===== config.mk =====
export PLATFORM = sky130hd
export DESIGN_NAME = spi_memory_slave
export DESIGN_NICKNAME = d
export VERILOG_FILES = /design/src/rtl/spi_memory_slave.sv
export SDC_FILE = /design/constraint.sdc
export NUM_CORES = 2
export LEC_CHECK = 0
export CORE_UTILIZATION = 45
export DETAILED_ROUTE_END_ITERATION = 10
export GPL_ROUTABILITY_DRIVEN = 0
export PLACE_DENSITY = 0.61
export SETUP_SLACK_MARGIN = 0.15
export SYNTH_ARGS = -nofsm -noshare
export SYNTH_HDL_FRONTEND = slang
export SYNTH_SLANG_ARGS = --single-unit

===== constraint.sdc =====
create_clock -name clk -period 2.4 [get_ports clk]
set_input_delay 0.24 -clock clk [delete_from_list [all_inputs] [get_ports clk]]
set_output_delay 0.24 -clock clk [all_outputs]
set_load 0.01 [all_outputs]

===== src/rtl/spi_memory_slave.sv =====
// SPI peripheral core: 128 x 8 register memory behind an 8-bit command
// (7-bit address MSB-first, then R/W) followed by one 8-bit data phase.
module spi_memory_slave #(
  parameter int ADDR_WIDTH = 7,
  parameter int DATA_WIDTH = 8
) (
  input  logic clk,
  input  logic reset,
  input  logic cs_cond,
  input  logic mosi_cond,
  input  logic sclk_posedge,
  input  logic sclk_negedge,
  output logic miso_out,
  output logic miso_oe,
  output logic xfer_done
);

  localparam int DEPTH = 1 << ADDR_WIDTH;
  localparam logic [3:0] CMD_LAST  = 4'(ADDR_WIDTH);
  localparam logic [3:0] DATA_LAST = 4'(DATA_WIDTH - 1);

  typedef enum logic [2:0] {
    ST_IDLE       = 3'd0,
    ST_GET_CMD    = 3'd1,
    ST_READ_LOAD  = 3'd2,
    ST_READ_SHIFT = 3'd3,
    ST_WRITE_GET  = 3'd4,
    ST_DONE       = 3'd5
  } state_t;

  state_t                r_state;
  logic [DATA_WIDTH-1:0] r_sh;
  logic [3:0]            r_cnt;
  logic [ADDR_WIDTH-1:0] r_addr;
  logic                  r_rw;
  logic                  r_miso_out;
  logic                  r_miso_oe;
  logic                  r_xfer_done;
  logic [DATA_WIDTH-1:0] r_mem [0:DEPTH-1];

  logic [DATA_WIDTH-1:0] w_rd_data;
  logic [DATA_WIDTH-1:0] w_sh_in;

  assign w_rd_data = r_mem[r_addr];
  assign w_sh_in   = {r_sh[DATA_WIDTH-2:0], mosi_cond};

  assign miso_out  = r_miso_out;
  assign miso_oe   = r_miso_oe;
  assign xfer_done = r_xfer_done;

  always_ff @(posedge clk) begin
    if (reset) begin
      r_state     <= ST_IDLE;
      r_sh        <= '0;
      r_cnt       <= '0;
      r_addr      <= '0;
      r_rw        <= 1'b0;
      r_miso_out  <= 1'b0;
      r_miso_oe   <= 1'b0;
      r_xfer_done <= 1'b0;
      // NOTE: the memory is a flop array that must read back zero after reset,
      // so every word is cleared here rather than left to power-up contents.
      for (int i = 0; i < DEPTH; i++) r_mem[i] <= '0;
    end else begin
      r_xfer_done <= 1'b0;
      if (r_state != ST_IDLE && cs_cond) begin
        // CS release outranks any edge pulse sampled in the same cycle.
        r_state    <= ST_IDLE;
        r_miso_out <= 1'b0;
        r_miso_oe  <= 1'b0;
      end else begin
        unique case (r_state)
          ST_IDLE: begin
            r_miso_out <= 1'b0;
            r_miso_oe  <= 1'b0;
            if (!cs_cond) begin
              r_state <= ST_GET_CMD;
              r_sh    <= '0;
              r_cnt   <= '0;
            end
          end
          ST_GET_CMD: begin
            if (sclk_posedge) begin
              r_sh <= w_sh_in;
              if (r_cnt == CMD_LAST) begin
                r_addr  <= r_sh[ADDR_WIDTH-1:0];
                r_rw    <= mosi_cond;
                r_cnt   <= '0;
                r_state <= mosi_cond ? ST_READ_LOAD : ST_WRITE_GET;
              end else begin
                r_cnt <= r_cnt + 4'd1;
              end
            end
          end
          ST_READ_LOAD: begin
            r_sh      <= w_rd_data;
            r_miso_oe <= 1'b1;
            r_state   <= ST_READ_SHIFT;
          end
          ST_READ_SHIFT: begin
            if (sclk_negedge) begin
              r_miso_out <= r_sh[DATA_WIDTH-1];
              r_sh       <= {r_sh[DATA_WIDTH-2:0], 1'b0};
              if (r_cnt == DATA_LAST) begin
                r_cnt       <= '0;
                r_miso_oe   <= 1'b0;
                r_xfer_done <= 1'b1;
                r_state     <= ST_DONE;
              end else begin
                r_cnt <= r_cnt + 4'd1;
              end
            end
          end
          ST_WRITE_GET: begin
            if (sclk_posedge) begin
              r_sh <= w_sh_in;
              if (r_cnt == DATA_LAST) begin
                // The latched R/W bit gates the write port as a second guard.
                if (!r_rw) r_mem[r_addr] <= w_sh_in;
                r_cnt       <= '0;
                r_xfer_done <= 1'b1;
                r_state     <= ST_DONE;
              end else begin
                r_cnt <= r_cnt + 4'd1;
              end
            end
          end
          ST_DONE: begin
            r_miso_oe <= 1'b0;
          end
          default: r_state <= ST_IDLE;
        endcase
      end
    end
  end

endmodule


; ---- Word-level counts from Yosys, hierarchy flattened
; Memory sizes are Yosys's and may differ from the RTL's. A register that Yosys moved wholly into a read port is not among the register bits.
; Index checks and enable logic that the tools add are counted.
[classes]
addsub = 1
eq_ne = 13
muxes = 40
bitwise_logic = 2
reduce_logical = 17
[ops]
columns = op, count
row1 = 2-to-1 mux 8 bit, 4
row2 = one-hot mux 8 bit (4 select lines), 1
row3 = 2-to-1 mux 3 bit, 7
row4 = 2-to-1 mux 7 bit, 3
row5 = one-hot mux 3 bit (6 select lines), 1
row6 = 2-to-1 mux 1 bit, 16
row7 = 2-to-1 mux 4 bit, 4
row8 = "inequality test 2 bit, second input constant", 6
row9 = one-hot mux 4 bit (3 select lines), 1
row10 = AND reduction 5 bit, 2
row11 = nonzero test 3 bit, 3
row12 = OR reduction 8 bit, 1
row13 = "equality test 3 x 2 -> 1 bit, second input constant", 2
row14 = "equality test 3 bit, second input constant", 2
row15 = AND reduction 6 bit, 1
row16 = OR reduction 2 bit, 3
row17 = "adder 4 x 1 -> 4 bit, second input constant", 1
row18 = "equality test 4 x 3 -> 1 bit, second input constant", 1
row19 = one-hot mux 1 bit (2 select lines), 2
row20 = AND reduction 4 bit, 1
row21 = nonzero test 4 bit, 1
row22 = "equality test 3 x 1 -> 1 bit, second input constant", 1
row23 = logical NOT 3 bit, 1
row24 = one-hot mux 1 bit (3 select lines), 1
row25 = 6 further kinds, 7
[word_totals]
regBits = 26
mem_bits_rw = 1024
inputBits = 6
out_inout_bits = 3
wordCells = 82
n_memories = 1
[mem_list]
columns = memory, depth, width, read_ports, rd_clocked_by_memory_dff, wr, line_no
row1 = r_mem, 128, 8, 1, 1, 128, 39  ; logic [DATA_WIDTH-1:0] r_mem [0:DEPTH-1];

; ---- Depth between registers and ports, before layout
[depth]
depth_word = 9
depth_mapped = 11
ltp_nobuf = 7

; ---- Least setup slack after synthesis
; OpenSTA, ideal clock, no wires.
[synth_path]
path_type = reg-to-reg
start = register r_state[2]
end = memory r_mem[83][0] (enable)
setup_ps = 309
arrival_time_ps = 2051
t_required_ps = 2091
setup_slack_ps = 40
stages_incl_launch_ff = 10
n_path_buf = 3
synth_period_minus_slack_ps = 2360
path_cell_list = dfxtp_1 > buf_2 > o31ai_1 > nand2b_1 > buf_2 > nor4_4 > nand2_1 > buf_2 > nor2_1 > or2_2
[synth_rtl]
columns = item, line_no
row1 = from (decl), 31  ; state_t r_state;
row2 = from (signal assigned), 89  ; r_state <= mosi_cond ? ST_READ_LOAD : ST_WRITE_GET;
row3 = to (decl), 39

==> results.md <==
| Step | Quantity | Value |
|---|---|---|
| timing | Hold slack final | 0.126 ns |
| routing | Remaining antenna violation count | 0 |
| global route | First-pass GRT wire length | 194000 um |
| die | Die area | 0.110 sq mm |
| die | Number of cell rows | 120 |
| yosys | Synthesized area per cell | 14.9 sq um |
| timing | Endpoints failing setup | 8 |
| yosys | Leading area contributor after synthesis | edfxtp_1 |
| yosys | Number of synthesized flops with an enable pin | 1024 |
| worst setup path | Launching element type of the critical path | flip-flop |
| worst setup path | CP cell instances | buf_12 -> buf_16 -> buf_8 -> mux4_2 -> mux2i_1 -> buf_4 -> o211ai_1 -> nor4_4 -> a211oi_2 |
| yosys | Main combinational cell family by area after synthesis | simple AND/OR/NAND/NOR gates |
| cells and area | Share of the core filled with cells in the final layout | 53.8% |
| pwr | Worst vdd ir | 0.634 mV |
| place | Post-detailed-placement half-perimeter wirelength | 84500 um |
| routing | Total detailed-routing wirelength | 132000 um |
| pwr | Leakage | 0.0197 uW |
| routing | Mean number of vias per cell | 5.72 |
| hold path | Min-delay src | reset |
| timing | Setup skew after layout | 0.0298 ns |
| worst setup path | Arrival time worst endpoint | 3.20 ns |
| global route | Vias in the first global route | 29100 |
| yosys | Mapped Nets | 3292 |
| pwr | Power Density | 721 mW/mm^2 |
| die | Floorplan die height | 331 um |
| worst setup path | Number of cells traversed by the worst register-to-register path | 9 |
| clock network | Clock-pin slew reported for the worst setup and hold paths after clock tree synthesis | 0.06 ns |
| global route | Initial antenna violation count | 1 |
| yosys | Fraction of the yosys area taken by sequential cells | 64.3% |
| clock network | Maximum count of clock buffers along a single path | 3 |
| status | Result of the run | finished with violations |
| cells and area | Filler cell count in the final layout | 8436 |
| yosys | Post-synthesis cell area | 0.0488 sq mm |
| timing | Fin. max-slew vios | 0 |
| worst setup path | Longest individual stage delay on the worst path | 0.52 ns |
| clock network | Clock tree root buffer cell | clkbuf_16 |
| timing | Worst Slack Setup Final | -0.262 ns |
| global route | Maximum number of pins on one net before global-route repair | 150 |
| yosys | Simple-gate share of the synthesized area | 18.1% |
| routing | Final routed DRC violation total | 0 |
| worst setup path | Critical Path Fanout Max | 5 |
| yosys | Proportion of synthesized area in mux cells | 12.1% |
| yosys | Synth async-reset ratio | 0% |
| clock network | Clk sinks | 1057 |
| place | Number of placed instances with taps included | 4788 |
| clock network | Cts bufs inserted | 109 |
| routing | Number of detailed-route iterations in the first pass | 6 |
| routing | Via count | 28800 |
| die | I/O pin count | 9 |
| place | Pre-CTS setup slack | -0.780 ns |
| hold path | Type of the worst min-delay path | in2reg |
| worst setup path | Setup Crit Path Kind | reg2reg |
| worst setup path | Reg2reg end | r_sh[5]$_SDFFE_PP0P_ |
| yosys | Yosys top cell area share | 63.0% |
| hold path | Worst-case hold path end point | r_cnt[3]$_SDFFE_PP0P_ |
| routing | DR WL/cell | 26.2 um |
| worst setup path | Worst-case register-to-register setup slack | -0.26 ns |
| yosys | Complex-gate fraction of the synthesized area | 3.28% |
| status | Failing checks | setup timing |
| clock network | CTS tree | done |
| yosys | Dominant cells by area after synthesis | edfxtp_1 (63%), and2_1 (13%), mux4_2 (11%), or2_2 (1.7%), a22oi_1 (1.4%) |
| timing | Worst Max-Slew Pin Slew | 1.02 ns |
| timing | Hold violation count in the final report | 0 |
| timing | Max Clock Freq | 376 MHz |
| global route | Overflow left after global routing | 0 |
| yosys | Post-Synth XOR/XNOR Area | 0.0179% |
| yosys | Cell count after synthesis | 3285 |
| yosys | Number of register bits inferred by synthesis | 1057 |
| clock network | Clock insertion delay at the later pin of the skew report | 0.70 ns |
| timing | Setup repair after global routing missed its margin | true |
| routing | Iter 0 DRT Violations | 3126 |
| yosys | Warnings, synthesis | 0 |
| flow run | Count of max-cap constraint violations | 0 |
| cells and area | Finished Layout Cells | 5036 |
| cells and area | Layout cell share with drive strength beyond 1 | 30.6% |
| yosys | Count of unique library cells instantiated by Yosys | 60 |
| worst setup path | Required time of the critical path | 2.94 ns |
| yosys | Adder-cell share of the synthesized area | 0.0461% |
| timing | Max transition margin | 32.2% |
| global route | Overall fraction of global-route tracks in use | 24.0% |
| die | Width of the die | 331 um |
| cells and area | Relative area change from synthesis to final layout | 18.3% |
| worst setup path | Worst setup EP type | flip-flop |
| hold path | Min-Delay Path Depth | 3 |
| die | Area inside the core boundary | 0.107 sq mm |
| place | Number of buffers inserted by port buffering | 8 |
| timing | Fin crit share | 111% |
| clock network | Clock H-tree levels | 3 |
| die | Initial standard-cell utilization of the core | 45.5% |
| cells and area | Layout Nets | 3551 |
| timing | Min Clock Period, post-route | 2.66 ns |
| yosys | Most used flip-flop cell after synthesis | edfxtp_1 |
| worst setup path | Worst path slowest cell | mux4_2 |
-- logic make-up after synthesis --
logic type / count (synthesis)
buffers and inverters: 240
adders and majority gates: 2
muxes: 281
xor gates and xnor gates: 1
DFF: 1057
AOI/OAI and AO/OA: 234
and+or+nand+nor: 1470
-- synthesized netlist by cell type (4+ instances only) --
master,count
nor2_1,125
dfxtp_1,33
a21oi_1,63
a2111oi_0,7
nand3b_1,4
nor2_4,20
buf_2,33
nor2b_1,13
clkbuf_1,175
and3_1,8
mux2i_1,32
and2_1,1026
a21o_1,4
a211oi_1,9
a21boi_0,4
a22o_1,6
buf_4,13
edfxtp_1,1024
or2_2,129
mux4_2,246
nand2_1,69
nand2b_1,12
nand3_1,15
a31oi_1,4
o21ai_0,14
nor2_2,15
nor3_1,10
o221ai_1,8
nand4b_1,5
o41ai_1,8
buf_1,8
a22oi_1,92
buf_6,6
-- final cells by class --
type	instances	area, sq um	area share (%)
multi-input cells	1988	17200	29.7
well taps	1403	1760	3.04
clock buffers	134	2940	5.08
flip-flops and latches	1057	31500	54.5
clock inverters	65	596	1.03
diodes	1	2.50	0.00433
inverters	5	18.8	0.0325
repair buffers	383	3820	6.62
-- through the flow --
step                setup TNS [ns]  power, uW  area [sq um]
finish                       -1.22      41600         57700
global route                 -4.34      42700         57700
CTS                         -13.92      41600         57300
detailed placement         -124.86      24800         53000
global placement            -86.88      24800         53000
floorplan                        0      23300         49100
-- worst max path at each step --
stage | start | endpoint | cells after the start
2_1_floorplan | r_state[2]$_SDFFE_PP0P_ | r_mem[47][0]$_SDFFCE_PN0P_ | 9
3_5_place_dp | flip-flop | r_sh[7]$_SDFFE_PP0P_ | 9
6_report | flip-flop | r_sh[5]$_SDFFE_PP0P_ | 9
4_1_cts | flip-flop | r_sh[5]$_SDFFE_PP0P_ | 9
5_1_grt | flip-flop | r_sh[5]$_SDFFE_PP0P_ | 9
3_3_place_gp | flip-flop | r_sh[7]$_SDFFE_PP0P_ | 9
-- state kept, by name, summed over array words and instances, names as in the netlist, named ones only --
name / cells
miso_out: 1
r_mem: 1024
r_rw: 1
r_state: 3
r_addr: 7
r_sh: 8
miso_oe: 1
xfer_done: 1
r_cnt: 4
-- metal layers --
layer  GRT usage, %  wire length [um]  share of wire [%]  vias up
li1               -                 -                  -    12700
met1           33.6             55900                 42    14900
met2           38.4             62800                 48     1097
met3           4.02              9700                7.3      188
met4           7.48              3630                2.7        0
met5              0                 0                  0        -
-- timing repair --
action	in CTS	in global routing
gates resized for setup	91	62
endpoints found under the setup margin	1921	1935
setup buffers	26	13
hold buffers	0	0
cloned	6	3
pin swaps	20	7
-- where the power goes --
group          total, uW  switching [uW]  internal, uW
registers          21600             463         21100
clock network      16900            7190          9720
logic               3110            2090          1020
-- critical path: cells and delay by family (launching register included) --
| kind | cells | cell delay (ns) |
|---|---|---|
| multiplexers | 2 | 0.69 |
| AO/OA/AOI/OAI | 2 | 0.38 |
| AND/OR/NAND/NOR | 1 | 0.47 |
| flip-flops | 1 | 0.42 |
| buffers and inverters | 4 | 0.52 |
-- placed cells by master (no fill, tap or decap), drive strengths merged, types with 8 or more instances in the layout --
cell type,Yosys,final
dfxtp,33,33
a211oi,9,9
a21oi,63,63
and3,8,8
nand2,69,69
nand2b,12,12
or2,129,129
clkbuf,175,138
nor2,160,160
nor2b,13,13
mux4,246,246
nor3,10,10
nand3,15,15
a22oi,92,92
o41ai,8,8
mux2i,32,32
and2,1026,1026
edfxtp,1024,1024
buf,60,371
o221ai,8,8
bufinv,0,10
clkinv,2,48
o21ai,14,14
Note: power is estimated with default switching activity, not from simulation.
